`config.mk`:
```
export PLATFORM = sky130hd
export DESIGN_NAME = cpu_prefetch_queue
export DESIGN_NICKNAME = d
export VERILOG_FILES = /design/src/rtl/cpu_prefetch_queue.sv
export SDC_FILE = /design/constraint.sdc
export NUM_CORES = 1
export LEC_CHECK = 0
export CORE_MARGIN = 2
export CORE_UTILIZATION = 55
export DETAILED_ROUTE_END_ITERATION = 12
export PLACE_DENSITY = 0.83
export SLEW_MARGIN = 20
export SYNTH_ARGS = -nofsm -noshare
export SYNTH_HDL_FRONTEND = slang
export SYNTH_SLANG_ARGS = --single-unit
```
`constraint.sdc`:
```
create_clock -name clk -period 8.1 [get_ports clk]
set_clock_uncertainty 0.15 [all_clocks]
set_input_delay 1.62 -clock clk [delete_from_list [all_inputs] [get_ports clk]]
set_output_delay 1.62 -clock clk [all_outputs]
set_load 0.05 [all_outputs]
```
`src/rtl/cpu_prefetch_queue.sv`:
```
// Instruction prefetch queue: fetches sequential bytes from fpc into a small FIFO for the decoder.
// Define CPU_PREFETCH_BYPASS_EN to forward an acked byte straight to an empty, ready consumer.
module cpu_prefetch_queue #(
    parameter int unsigned       ADDR_W   = 16,
    parameter int unsigned       DATA_W   = 8,
    parameter int unsigned       DEPTH    = 4,
    parameter logic [ADDR_W-1:0] RESET_PC = '0
) (
    input  logic                    clk,
    input  logic                    rst,
    output logic                    mem_req,
    output logic [ADDR_W-1:0]       mem_addr,
    input  logic                    mem_ack,
    input  logic [DATA_W-1:0]       mem_data,
    output logic                    q_valid,
    input  logic                    q_ready,
    output logic [DATA_W-1:0]       q_data,
    output logic [ADDR_W-1:0]       q_pc,
    input  logic                    redirect,
    input  logic [ADDR_W-1:0]       redirect_pc,
    output logic [$clog2(DEPTH):0]  level
);

    localparam int unsigned PTR_W = $clog2(DEPTH);
    localparam int unsigned LVL_W = PTR_W + 1;
    localparam logic [LVL_W-1:0] FULL_LVL = LVL_W'(DEPTH);

    logic [ADDR_W-1:0] fpc_q, fpc_d;
    logic [PTR_W-1:0]  head_q, head_d;
    logic [PTR_W-1:0]  tail_q, tail_d;
    logic [LVL_W-1:0]  level_q, level_d;
    logic [DATA_W-1:0] data_q [DEPTH];
    logic [ADDR_W-1:0] pc_q [DEPTH];

    logic xfer;
    logic wr_en;
    logic head_valid;
    logic pop;

    assign mem_addr = fpc_q;
    assign level    = level_q;

    always_comb begin
        mem_req    = (level_q < FULL_LVL) && !redirect && !rst;
        xfer       = mem_req && mem_ack;
        head_valid = (level_q != '0) && !redirect && !rst;
        pop        = head_valid && q_ready;
    end

`ifdef CPU_PREFETCH_BYPASS_EN
    logic bypass;

    // mem_req already excludes redirect and reset, so the bypass inherits both.
    always_comb begin
        bypass  = xfer && (level_q == '0) && q_ready;
        wr_en   = xfer && !bypass;
        q_valid = head_valid || bypass;
        if (rst) begin
            q_data = '0;
            q_pc   = '0;
        end else if (bypass) begin
            q_data = mem_data;
            q_pc   = fpc_q;
        end else begin
            q_data = data_q[head_q];
            q_pc   = pc_q[head_q];
        end
    end
`else
    always_comb begin
        wr_en   = xfer;
        q_valid = head_valid;
        if (rst) begin
            q_data = '0;
            q_pc   = '0;
        end else begin
            q_data = data_q[head_q];
            q_pc   = pc_q[head_q];
        end
    end
`endif

    always_comb begin
        fpc_d   = fpc_q;
        head_d  = head_q;
        tail_d  = tail_q;
        level_d = level_q;
        if (redirect) begin
            fpc_d   = redirect_pc;
            head_d  = '0;
            tail_d  = '0;
            level_d = '0;
        end else begin
            if (xfer) fpc_d = fpc_q + ADDR_W'(1);
            if (wr_en) tail_d = tail_q + PTR_W'(1);
            if (pop) head_d = head_q + PTR_W'(1);
            unique case ({wr_en, pop})
                2'b10:   level_d = level_q + LVL_W'(1);
                2'b01:   level_d = level_q - LVL_W'(1);
                default: level_d = level_q;
            endcase
        end
    end

    always_ff @(posedge clk or posedge rst) begin
        if (rst) begin
            fpc_q   <= RESET_PC;
            head_q  <= '0;
            tail_q  <= '0;
            level_q <= '0;
        end else begin
            fpc_q   <= fpc_d;
            head_q  <= head_d;
            tail_q  <= tail_d;
            level_q <= level_d;
        end
    end

    always_ff @(posedge clk or posedge rst) begin
        if (rst) begin
            for (int i = 0; i < int'(DEPTH); i++) begin
                data_q[i] <= '0;
                pc_q[i]   <= '0;
            end
        end else if (wr_en) begin
            data_q[tail_q] <= mem_data;
            pc_q[tail_q]   <= fpc_q;
        end
    end

endmodule

```
# Word level (Yosys, flattened, before mapping)
# Cells that the tools add are included.
# classes
n_reduce_logical	13
add_sub_neg	5
n_eq_ne	2
magnitude_cmp	4
bitwise	2
muxes	22
# op_table
op	n
$mux W16	6
$bwmux W64	1
$bmux W16 S2	1
$bwmux W32	1
$demux W16 S2	1
$mux W8	4
$add A16 B1 Y16 const B	1
$bmux W8 S2	1
$demux W8 S2	1
$mux W2	4
$logic_and A1 B1 Y1	7
$ge A3 B3 Y1 const B	2
$not A2 Y3	2
$pmux W3 S2	1
$reduce_bool A3 Y1	2
$add A2 B1 Y2 const B	2
$reduce_bool A2 Y1	2
$add A3 B1 Y3 const B	1
$lt A3 B1 Y1 const B	1
$lt A3 B3 Y1 const B	1
$mux W3	1
$sub A3 B1 Y3 const B	1
$eq A2 B1 Y1 const B	1
$eq A2 B2 Y1 const B	1
$logic_not A1 Y1	2
# totals
out_inout_bits	45
reg_bits	119
wordCells	60

# Logic depth before layout (Yosys ltp)
# Gate-level depths: netlist of run 1.
# depth
word_depth	7
mapped_depth	7
depth_no_buf	6

# Worst setup path before layout of run 1
# No wires, ideal clock.
# synth_path
kind	input to output
from	in rst
to	out q_data[0]
path_slack_ns	0.266
arrival_time_ns	6.064
cell_stages	3
path_buffers	1
required_time_ns	6.330
path_cell_list	inv_1 > clkbuf_1 > and2_1
# synth_between
elab_chain_cells	1
# synth_rtl
item	line_no	text
start: declaration	10	input logic rst,
$mux W8	73	if (rst) begin
end: declaration	17	output logic [DATA_W-1:0] q_data,
# Every way passes these cells.

# Worst setup path in the final report of run 1
# layout_path
from	in rst
to	out q_pc[9]
# layout_between
elab_chain_cells	1
# layout_rtl
item	line_no	text
$mux W16	73	
end: declaration	18	output logic [ADDR_W-1:0] q_pc,
# Every way passes these cells.

==> key figures, run 1 <==
Global route
  – Remaining Overflow, GRT: 0
  – Total GRT Usage: a little under a quarter
  – Vias in the first global route: a little under 4000
  – Largest net degree at the start of global routing: between 60 and 70
  – First-pass GRT wire length: 19900 um
  – Initial antenna violation count: 0

Synth
  – Post-Synth Simple-Gate Area: under 10%
  – Syn_area_per_cell: approximately 13 um^2
  – Syn Nets: approximately 450
  – Largest cells by area after synthesis: dfrtp_1, mux2_2, mux4_2, and2_1, nand2_1
  – Post-synthesis compound-gate area fraction: around 2.6%
  – Register area share after synthesis: a little over half
  – Largest family of logic cells by synthesized area: multiplexers
  – Synth Flop Type: dfrtp_1
  – Count leader, synth: dfrtp_1
  – Async SR Flop Fraction: 100%
  – Post-Syn Area: ~0.0056 mm^2
  – Seq cells post-synth: 119
  – Synth Instances: 417
  – Adder-Cell Fraction of Synth Area: around 1.5%
  – Post-Synth XOR/XNOR Area: under 10%
  – EDFF count, synth: 0
  – Synth warn: 0
  – Top-area cell type share of the netlist area: 53.0%
  – Post-synthesis mux area share: 30.0%
  – Cell taking the most area after synthesis: dfrtp_1
  – Post-synthesis cell type count: 35
  – List of most frequent post-synthesis cells: dfrtp_1, mux2_2, nand2_1, and2_1, mux4_2

STA
  – Finish-stage setup viols: 0
  – Final hold vios: 0
  – Max-slew violations: 0
  – Worst Tran Pin Value: about 0.92 ns
  – Setup TNS: 0 ns
  – Achievable clock frequency: ~170 MHz
  – Period utilization: ~70%
  – Max-slew headroom: about two fifths
  – Unrepaired setup endpoints after global routing: false
  – Setup WS post-layout: between 2 and 2.5 ns
  – Final min period: just under 6 ns

Detailed routing
  – Vias per inst: approximately 5.7
  – Detailed-route via count: roughly 3600
  – 1st-pass router iterations: 6
  – Wire per inst: 18.8 um
  – DRT antenna net count: 0
  – Remaining DRCs: 0
  – Number of DRC markers in iteration 0: roughly 210
  – Routed WL: between 10000 and 15000 um

Placed design
  – Buffers added on ports: 73
  – Placed cell count: ~600
  – Placed cell area: about 0.0065 mm^2
  – DP Worst Slack: about 2.2 ns
  – DP Wirelength: between 7000 and 8000 um
  – Gpl congestion: 0.798

Clock tree
  – Worst-Skew Late Latency: 0.51 ns
  – Reg clk slew, reported paths: 0.05 ns
  – CTS root buffer: clkbuf_8
  – Hold buffer count at cts: 0
  – CTS tree: done
  – Clock Tree Buf Depth: 2
  – Clock sinks: 119
  – CTS buffer count: 17
  – Post-CTS Resized: 0
  – H-tree depth: 4
  – Post-CTS Setup Repair Bufs: 0

Worst setup path
  – Crit path max fanout: 64
  – CP Capture Type: output pin
  – Critical Path AT: 4.04 ns
  – CP Data Required Time: 6.33 ns
  – Setup CP Type: input pin to output pin
  – Nature of the critical path startpoint: input pin

Hold path
  – HP Class: register to register

Status
  – Run status: complete, no violations

Power and ir drop
  – VDD IR-drop max: around 140 uV
  – PwrDens: around 290 mW/mm^2
  – Leakage power: 3.15 nW

Final layout
  – Ant diodes: 0
  – Final instance area: 0.00713 mm^2
  – Final #Nets: between 500 and 600
  – Filler cell count: a little over 600
  – Non-Filler Instances: approximately 630
  – Share of layout cells above drive strength 1: 33.0%
  – Layout area overhead: 26.9%

Floorplanning
  – IO Count: 74
  – Core area: approximately 0.01 mm^2
  – Die outline area: roughly 0.011 mm^2
  – Die width: about 110 um
  – Num rows: 36
  – Die Ht: 105 um
  – Starting Density: around 57%

Job
  – Number of max-cap violations: 0
[registers in the layout (all words and copies together), names as in the netlist]
| name | flops |
|---|---|
| pc_q | 64 |
| data_q | 32 |
| mem_addr | 16 |
| level | 3 |
| head_q | 2 |
| tail_q | 2 |
[final timing paths]
kind	to	slack, ns	cells after the start	start
setup / recovery	q_pc[9]	2.29	5	rst
hold / removal	data_q[11]	0.35	1	data_q[11]
setup reg to reg	mem_addr[15]	5.39	4	level[2]
hold reg to reg	data_q[11]	0.35	1	data_q[11]
max in group asynchronous	mem_addr[8]	5.34	4	rst
min in group asynchronous	level[2]	1.55	2	rst
[metal layers]
| metal | wire, um | global-route usage (%) | part of all wire (%) | vias up |
|---|---|---|---|---|
| met3 | 523 | 6.92 | 4.4 | 11 |
| met1 | 5150 | 29.6 | 43 | 1882 |
| li1 | - | - | - | 1638 |
| met2 | 6090 | 38.5 | 51 | 93 |
| met5 | 0 | 0 | 0 | - |
| met4 | 157 | 10.2 | 1.3 | 0 |
[power breakdown]
group | internal, mW | switching [mW]
Sequential | 0.708 | 0.0798
Combinational | 0.227 | 0.229
Clock | 0.570 | 0.251
Total | 1.50 | 0.559
[worst max-delay path, stage by stage]
cell and delay, ns:
clkdlybuf4s50_1 0.52, inv_4 0.57, buf_4 0.36, and2_1 0.16, clkdlybuf4s50_1 0.79
[cell usage in the layout, fill, tap and decap left out, types with 2 or more instances in the layout]
cell type        synthesis  final
nand2_1                 27     27
o311ai_0                 2      2
inv_1                    7      6
nand4_1                  4      4
clkbuf_1                21      2
clkdlybuf4s50_1          0     72
bufinv_16                0      5
a31oi_1                  4      4
and2_1                  25     25
mux2i_1                  4      4
dfrtp_1                119    118
nand3_1                  5      5
xnor2_1                  8      8
mux2_2                  98     98
clkinv_2                 0      3
xor2_1                   3      3
mux4_2                  24     24
clkbuf_8                 0      6
and3_1                   3      3
nor3_1                   5      5
o21ai_0                 13     13
or3_1                    4      4
nor2_1                  10     10
clkbuf_16                0     16
nor4_1                   4      4
buf_4                    0      8
ha_1                     5      5
[logic make-up after synthesis]
family,count (synthesis)
muxes,126
DFF,119
and+or+nand+nor,93
buffers and inverters,38
AOI/OAI and AO/OA,24
xor gates and xnor gates,11
adders and majority gates,6
[per-stage QoR]
stage / total power [mW] / hold slack, ns / util (%)
after floorplan: 1.11 / 0.324 / -
after global placement: 1.23 / 0.331 / 65.7
after detailed placement: 1.25 / 0.338 / 65.7
after CTS: 2.08 / 0.350 / 72.4
after global routing: 2.15 / 0.362 / 72.3
final: 2.06 / 0.351 / 72.3
[layout make-up]
cell class,count,area (um^2),share of cell area [%]
clock inverters,8,165,2.32
multi-input cells,260,2500,35.0
repair buffers,82,806,11.3
inverters,7,28.8,0.403
well taps,133,166,2.33
flip-flops and latches,119,2980,41.8
clock buffers,24,490,6.88
Note: power is estimated with default switching activity, not from simulation.
==> run 2, diff against run 1 <==
--- a/config.mk
+++ b/config.mk
@@ -6,9 +6,9 @@
 export NUM_CORES = 1
 export LEC_CHECK = 0
 export CORE_MARGIN = 2
-export CORE_UTILIZATION = 55
+export CORE_UTILIZATION = 50
 export DETAILED_ROUTE_END_ITERATION = 12
-export PLACE_DENSITY = 0.83
+export PLACE_DENSITY = 0.79
 export SLEW_MARGIN = 20
 export SYNTH_ARGS = -nofsm -noshare
 export SYNTH_HDL_FRONTEND = slang
==> constraint.sdc (replaced) <==
create_clock -name clk -period 4.8 [get_ports clk]
set_clock_uncertainty 0.15 [all_clocks]
set_input_delay 0.96 -clock clk [delete_from_list [all_inputs] [get_ports clk]]
set_output_delay 0.96 -clock clk [all_outputs]
set_load 0.05 [all_outputs]
==> key figures, run 2 (synthesis results as in run 1) <==
Worst setup path
  – Reg2Reg Depth: 4
  – CP Data Required Time: approximately 3.7 ns
  – Crit path max fanout: 22
  – Setup CP Type: register to output pin
  – Nature of the critical path startpoint: register
  – Crit Reg-Reg Startpoint: level[2]
  – R2R Path End: mem_addr[15]
  – Critical Path AT: 2.88 ns
  – R2R Setup Slk: ~2.1 ns
  – CP Capture Type: output pin

Final layout
  – Layout area overhead: 26.7%
  – Commonest non-fill, non-tap cell in the layout: dfrtp_1
  – Max FFs per register: 64
  – Share of layout cells above drive strength 1: 35.5%
  – Final instance area: 0.00712 mm^2
  – Final #Nets: 524
  – Reg with most FFs: pc_q
  – Ant diodes: 0
  – Utilization after layout: 65.4%
  – Most frequent cells in the layout: dfrtp_1, mux2_2, clkdlybuf4s50_1
  – Filler cell count: a little under 800

Clock tree
  – Hold buffer count at cts: 0
  – CTS buffer count: 17
  – Worst-Skew Late Latency: between 0.5 and 0.6 ns
  – Reg clk slew, reported paths: around 0.06 ns
  – Clock sinks: 119
  – CTS tree: done
  – H-tree depth: 4
  – Post-CTS Resized: 0
  – Clock Tree Buf Depth: 2
  – CTS root buffer: clkbuf_8
  – Post-CTS Setup Repair Bufs: 0

Floorplanning
  – IO Count: 74
  – Die outline area: about 0.012 mm^2
  – Die width: about 110 um
  – Num rows: 38
  – Core area: between 0.01 and 0.015 mm^2
  – Starting Density: between 50% and 60%
  – Die Ht: about 110 um

Detailed routing
  – Wire per inst: 19.0 um
  – Vias per inst: approximately 5.7
  – Remaining DRCs: 0
  – 1st-pass router iterations: 4
  – DRT antenna net count: 0
  – Number of DRC markers in iteration 0: between 200 and 250
  – Routed WL: 12200 um
  – Detailed-route via count: 3678

Power and ir drop
  – VDD IR-drop max: 237 uV
  – PwrDens: around 480 mW/mm^2
  – Leakage power: between 3 and 4 nW

Placed design
  – Placed cell area: 0.00652 mm^2
  – DP Wirelength: about 7900 um
  – Buffers added on ports: 73
  – Gpl congestion: roughly 0.74

Hold path
  – Hold path endpoint: data_q[13]
  – HP Class: register to register
  – Hold path start: data_q[13]
  – Cell depth of the worst hold path: 1

Global route
  – Initial antenna violation count: 0
  – Largest net degree at the start of global routing: 93
  – Remaining Overflow, GRT: 0
  – First-pass GRT wire length: 20000 um
  – Vias in the first global route: 3819
  – Total GRT Usage: 22.5%

STA
  – Period utilization: between 80% and 90%
  – Final hold slack: between 0.3 and 0.4 ns
  – Max-slew violations: 0
  – Setup TNS: 0 ns
  – Unrepaired setup endpoints after global routing: false
  – Achievable clock frequency: about 250 MHz
  – Max-slew headroom: 50.9%
  – Worst Tran Pin Value: 0.736 ns
  – Final min period: roughly 4 ns
  – Finish-stage setup viols: 0
  – Final hold vios: 0

Job
  – Number of max-cap violations: 0

Status
  – Run status: complete, no violations
==> run 2: through the flow <==
stage	total power, mW	cells	worst slack [ns]
after floorplan	1.87	417	0.296
after global placement	2.10	610	0.920
after detailed placement	2.13	610	0.884
after CTS	3.42	642	0.763
after global routing	3.54	642	0.639
final	3.40	642	0.814
==> run 2: area by class of cell <==
type                            count  area, um^2  share of cell area, %
Clock buffer                       23         487                   6.83
Timing Repair Buffer               84         836                   11.7
Inverter                            7        28.8                  0.404
Sequential cell                   119        2980                   41.8
Tap cell                          140         175                   2.46
Multi-Input combinational cell    260        2500                   35.1
Clock inverter                      9         120                   1.69
==> run 2: critical path, cell delays in order (launching register included) <==
cell	delay [ns]
dfrtp_2	0.84
mux4_2	0.60
and2_1	0.19
clkdlybuf4s50_1	0.70
==> run 2: routing by layer <==
metal	wire (um)	part of all wire, %	global-route usage [%]	vias up
met5	0	0	0	-
met3	638	5.2	6.70	21
li1	-	-	-	1645
met1	5020	41	28.2	1903
met4	201	1.6	7.59	0
met2	6360	52	37.5	109
==> run 2: power breakdown <==
part | total (mW) | switching, mW | internal (mW)
registers | 1.33 | 0.133 | 1.19
logic | 0.787 | 0.396 | 0.391
clock network | 1.28 | 0.429 | 0.854
==> run 2: worst max-delay path by stage <==
| stage | from | endpoint | slack [ns] |
|---|---|---|---|
| after floorplan | rst | q_data[0] | 0.30 |
| after global placement | rst | q_pc[9] | 0.92 |
| after detailed placement | rst | q_pc[14] | 0.88 |
| after CTS | head_q[0] | q_pc[14] | 0.76 |
| after global routing | head_q[0] | q_data[3] | 0.64 |
| final | head_q[0] | q_pc[14] | 0.81 |
